File: config.mk
export PLATFORM = sky130hd
export DESIGN_NAME = apb_rr_arbiter
export DESIGN_NICKNAME = d
export VERILOG_FILES = /design/src/rtl/interconnect_pkg.sv /design/src/rtl/rr_grant_sel.sv /design/src/rtl/apb_rr_arbiter.sv
export SDC_FILE = /design/constraint.sdc
export NUM_CORES = 1
export LEC_CHECK = 0
export ABC_AREA = 1
export BUFFER_PORTS_ARGS = -buffer_cell sky130_fd_sc_hd__buf_2
export CORE_AREA = 2 2 157 159
export CTS_CLUSTER_SIZE = 12
export DETAILED_ROUTE_END_ITERATION = 8
export DIE_AREA = 0 0 159 161
export PLACE_DENSITY = 0.64
export SETUP_SLACK_MARGIN = 0.02
export SLEW_MARGIN = 20
export SYNTH_ARGS = -nofsm -noshare
export SYNTH_HDL_FRONTEND = slang
export SYNTH_SLANG_ARGS = --single-unit
File: constraint.sdc
create_clock -name clk -period 2.8 [get_ports clk]
set_clock_uncertainty 0.1 [all_clocks]
set_input_delay 0.56 -clock clk [delete_from_list [all_inputs] [get_ports clk]]
set_output_delay 0.56 -clock clk [all_outputs]
set_load 0.1 [all_outputs]
File: src/rtl/interconnect_pkg.sv
// Shared types and constants for the round-robin APB interconnect.
package interconnect_pkg;

  localparam int unsigned DEF_ADDR_W = 32;
  localparam int unsigned DEF_DATA_W = 32;
  localparam int unsigned DEPTH_FIFO = 4;

  typedef enum logic [1:0] {
    IDLE   = 2'd0,
    SETUP  = 2'd1,
    ACCESS = 2'd2
  } arb_state_t;

endpackage

File: src/rtl/rr_grant_sel.sv
// Combinational round-robin picker: first requester at or after ptr, wrapping.
module rr_grant_sel #(
  parameter int unsigned NUM_PORTS = 4,
  parameter int unsigned PORT_W    = $clog2(NUM_PORTS)
) (
  input  logic [NUM_PORTS-1:0] req,
  input  logic [PORT_W-1:0]    ptr,
  output logic [NUM_PORTS-1:0] gnt_onehot,
  output logic [PORT_W-1:0]    gnt_idx,
  output logic                 any
);

  always_comb begin
    logic [PORT_W-1:0] cand;
    cand    = '0;
    any     = 1'b0;
    gnt_idx = '0;
    for (int i = 0; i < int'(NUM_PORTS); i++) begin
      cand = PORT_W'((int'(ptr) + i) % int'(NUM_PORTS));
      if (!any && req[cand]) begin
        any     = 1'b1;
        gnt_idx = cand;
      end
    end
    gnt_onehot = any ? (NUM_PORTS'(1) << gnt_idx) : '0;
  end

endmodule

File: src/rtl/apb_rr_arbiter.sv
// Pops one non-empty FIFO per transaction in round-robin order and replays it
// as a single APB3 transfer, returning completion status tagged with the port.
module apb_rr_arbiter
  import interconnect_pkg::*;
#(
  parameter int unsigned NUM_PORTS = 4,
  parameter int unsigned ADDR_W    = DEF_ADDR_W,
  parameter int unsigned DATA_W    = DEF_DATA_W,
  parameter int unsigned PORT_W    = $clog2(NUM_PORTS)
) (
  input  logic                        clk,
  input  logic                        reset,
  input  logic [NUM_PORTS-1:0]        fifo_empty_i,
  input  logic [NUM_PORTS*ADDR_W-1:0] fifo_addr_i,
  input  logic [NUM_PORTS*DATA_W-1:0] fifo_wdata_i,
  input  logic [NUM_PORTS-1:0]        fifo_write_i,
  output logic [NUM_PORTS-1:0]        fifo_pop_o,
  output logic                        m_psel_o,
  output logic                        m_penable_o,
  output logic                        m_pwrite_o,
  output logic [ADDR_W-1:0]           m_paddr_o,
  output logic [DATA_W-1:0]           m_pwdata_o,
  input  logic [DATA_W-1:0]           m_prdata_i,
  input  logic                        m_pready_i,
  input  logic                        m_pslverr_i,
  output logic                        rsp_valid_o,
  output logic [PORT_W-1:0]           rsp_port_o,
  output logic [DATA_W-1:0]           rsp_rdata_o,
  output logic                        rsp_err_o
);

  arb_state_t state, state_nxt;

  logic [PORT_W-1:0]    ptr;
  logic [PORT_W-1:0]    gnt_q;
  logic [NUM_PORTS-1:0] req;
  logic [NUM_PORTS-1:0] gnt_onehot;
  logic [PORT_W-1:0]    gnt_idx;
  logic                 any;
  logic [ADDR_W-1:0]    sel_addr;
  logic [DATA_W-1:0]    sel_wdata;
  logic                 sel_write;

  assign req = ~fifo_empty_i;

  rr_grant_sel #(
    .NUM_PORTS (NUM_PORTS),
    .PORT_W    (PORT_W)
  ) u_grant_sel (
    .req        (req),
    .ptr        (ptr),
    .gnt_onehot (gnt_onehot),
    .gnt_idx    (gnt_idx),
    .any        (any)
  );

  // Head entry of the granted FIFO; only meaningful while its pop is high.
  always_comb begin
    sel_addr  = '0;
    sel_wdata = '0;
    sel_write = 1'b0;
    for (int i = 0; i < int'(NUM_PORTS); i++) begin
      if (gnt_idx == PORT_W'(i)) begin
        sel_addr  = fifo_addr_i[i*ADDR_W +: ADDR_W];
        sel_wdata = fifo_wdata_i[i*DATA_W +: DATA_W];
        sel_write = fifo_write_i[i];
      end
    end
  end

  always_ff @(posedge clk or negedge reset) begin
    if (!reset) state <= IDLE;
    else        state <= state_nxt;
  end

  always_comb begin
    state_nxt  = state;
    fifo_pop_o = '0;
    case (state)
      IDLE: begin
        if (any) begin
          fifo_pop_o = gnt_onehot;
          state_nxt  = SETUP;
        end
      end
      SETUP:   state_nxt = ACCESS;
      ACCESS:  if (m_pready_i) state_nxt = IDLE;
      default: state_nxt = IDLE;
    endcase
  end

  // APB drive, pointer update and response capture.
  always_ff @(posedge clk or negedge reset) begin
    if (!reset) begin
      ptr         <= '0;
      gnt_q       <= '0;
      m_psel_o    <= 1'b0;
      m_penable_o <= 1'b0;
      m_pwrite_o  <= 1'b0;
      m_paddr_o   <= '0;
      m_pwdata_o  <= '0;
      rsp_valid_o <= 1'b0;
      rsp_port_o  <= '0;
      rsp_rdata_o <= '0;
      rsp_err_o   <= 1'b0;
    end else begin
      rsp_valid_o <= 1'b0;
      case (state)
        IDLE: begin
          if (any) begin
            gnt_q      <= gnt_idx;
            m_psel_o   <= 1'b1;
            m_paddr_o  <= sel_addr;
            m_pwdata_o <= sel_wdata;
            m_pwrite_o <= sel_write;
          end
        end
        SETUP: m_penable_o <= 1'b1;
        ACCESS: begin
          if (m_pready_i) begin
            m_psel_o    <= 1'b0;
            m_penable_o <= 1'b0;
            rsp_valid_o <= 1'b1;
            rsp_port_o  <= gnt_q;
            rsp_rdata_o <= m_pwrite_o ? '0 : m_prdata_i;
            rsp_err_o   <= m_pslverr_i;
            ptr         <= (gnt_q == PORT_W'(NUM_PORTS - 1)) ? '0 : gnt_q + PORT_W'(1);
          end
        end
        default: ;
      endcase
    end
  end

endmodule

==> impl_metrics.ini <==
[run_status]
status = finished, violations left
violations = setup timing

[drt]
wl_um = 26600
route.detailed.drc = 0
num_vias = 8747
drt_iter0_drc = 617
dr.pass1.iters = 5
antenna_left = 0
viasPerCell = 4.56
wl_per_cell_um = 13.9

[die]
die_width_um = 159
start_util_pct = 31.0
rows = 57
dieArea_sq_mm = 0.0256
dieHeight_um = 161
boundaryPins = 407
core_sq_mm = 0.0240

[synthesis]
ys_seq_elements = 109
syn-instance-count = 1202
ys_warn_count = 0
syn_area_per_cell_sq_um = 6.18
postSynth.asyncResetShare_pct = 100
synth_nets = 1503
synth.top_cell.area_share_pct = 36.7
yosysTopAreaCell = dfrtp_1
synth_ff_type = dfrtp_1
synth_area_leaders = dfrtp_1, nand2_1, nand3_1
synth_cell_types = 25
synth_edf_count = 0
yosysSeqAreaShare_pct = 36.7
syn_area_sq_mm = 0.00743

[placement]
pre_cts_ws_ps = 170
portBuffers = 406
gp_congestion = 0.892
dp_hpwl_um = 20200

[worst_setup_path]
slowest_delay_ps = 480
cp-start-kind = flip-flop
critPathKind = reg2out
reg2reg_depth = 15
reg2reg_from = ptr[0]
cpMostUsedCell = nand2_2
crit_chain = clkinvlp_4 > nand2_1 > nand2_1 > nand2_2 > nand2_4 > nand4_1 > nand2_2 > nor2_4 > nand2_2 > nor2_4 > buf_12
endpoint_kind = primary output
critPathArrivalTime_ps = 2150
reg2reg_to = m_paddr_o[5]
worstPathMaxFanout = 7
slowest_stage = dfrtp_2
worstPathRequired_ps = 2140
rrSetupSlack_ps = 220

[sta]
hold_viol_final = 0
min_period_ps = 2810
slew_viol_final = 0
fin_tns_setup_ps = -14.9
finalCritPeriodShare_pct = 101
rsz0062_at_grt = true
slew_headroom_pct = 38.1
worst_slack_ps = -14.9
max_freq_mhz = 355
tightest_slew_ps = 928
finalSetupViolations = 1

[layout]
final_cell_mix = nand2_1, buf_2, nand3_1
final_common_cell = nand2_1
areaGrowthSynthToFinish_pct = 40.5
nets = 1889
nFillCells = 2585
final_layout_size_suffix_gt1_share_pct = 35.5

[cts]
cts_sinks = 109
cts_buffers = 9
clock_latency_ps = 350
hold_buffers = 0
cts_root_buf = clkbuf_16
htree_levels = 3
cts_tree = yes
path_clk_slew_ps = 80
cts_buffer_depth = 2

[global_route]
overflow = 0
track_usage_pct = 20.1
grt_pass1_vias = 8232
grt_max_degree = 79
grt_pass1_wl_um = 41800
antenna_found_initial = 2

[hold_path]
hold_path_class = in2async

[flow_run]
max_cap_violations = 0
==> metal layers <==
layer	routed length, um	share of wire [%]	track usage [%]
met5	0	0	0
met4	627	2.4	6.12
met3	1990	7.5	4.31
met2	12800	48	34.9
met1	11200	42	25.2
==> metrics by stage <==
stage               hold slack, ps  utilization, %  cell area, sq um  instances
floorplan                      164               -              7540       1202
detailed placement             360            41.5              9940       1887
finish                        11.7            43.5             10400       1918
CTS                           6.60            43.3             10400       1914
global route                  28.6            43.5             10400       1917
global placement               355            41.5              9940       1887
==> cell usage after synthesis, drive strengths merged (2+ instances only) <==
master and instances:
buf 50, nand4 11, o21ai 38, nor2 111, nand3b 21, clkbuf 24
dfrtp 109, or2 15, nand2 442, inv 193, nand3 182, nor3 2
==> registers in the layout, summed over array words and instances, names as in the netlist, 2 cells and up <==
| signal | flops |
|---|---|
| m_pwdata_o | 32 |
| rsp_rdata_o | 32 |
| rsp_port_o | 2 |
| state | 2 |
| ptr | 2 |
| m_paddr_o | 32 |
| gnt_q | 2 |
==> worst max path at each step <==
stage	to	slack [ps]	startpoint	cells past startpoint
4_1_cts	fifo_pop_o[0]	5	ptr[0]	11
2_1_floorplan	fifo_pop_o[3]	-140	fifo_empty_i[0]	11
6_report	fifo_pop_o[0]	-10	ptr[0]	11
5_1_grt	fifo_pop_o[0]	-120	ptr[0]	11
3_3_place_gp	fifo_pop_o[0]	190	fifo_empty_i[3]	12
3_5_place_dp	fifo_pop_o[0]	170	fifo_empty_i[3]	12
==> critical path, delay by kind of cell, from the launching register on <==
kind | cells | cell delay [ps]
DFF | 1 | 480
and+or+nand+nor | 9 | 960
buffers and inverters | 2 | 360
==> repair_timing <==
| item | in CTS | in global routing |
|---|---|---|
| endpoints found under the setup margin | 4 | 4 |
| pin swaps | 17 | 10 |
| gates resized for setup | 24 | 7 |
| setup buffers | 9 | 3 |
| gates cloned | 2 | 0 |
==> cell families after synthesis <==
logic type | Yosys count | share of synthesized area [%]
flops | 109 | 36.7
compound gates | 41 | 2.81
fa+ha+maj | 1 | 0.168
simple gates | 784 | 45.0
buf+inv | 267 | 15.2
==> layout make-up <==
type,instances,area [sq um],area share [%]
Multi-Input combinational cell,826,3740,35.9
Sequential cell,109,2730,26.2
Timing Repair Buffer,448,2520,24.2
Inverter,193,729,6.99
Tap cell,324,405,3.89
Clock buffer,10,239,2.29
Clock inverter,6,55.1,0.528
Timing Repair inverter,1,7.51,0.0720
Antenna cell,1,2.50,0.0240
Power is not shown: default switching activity piles up to over one toggle a cycle in this logic, so the estimate is an artifact.
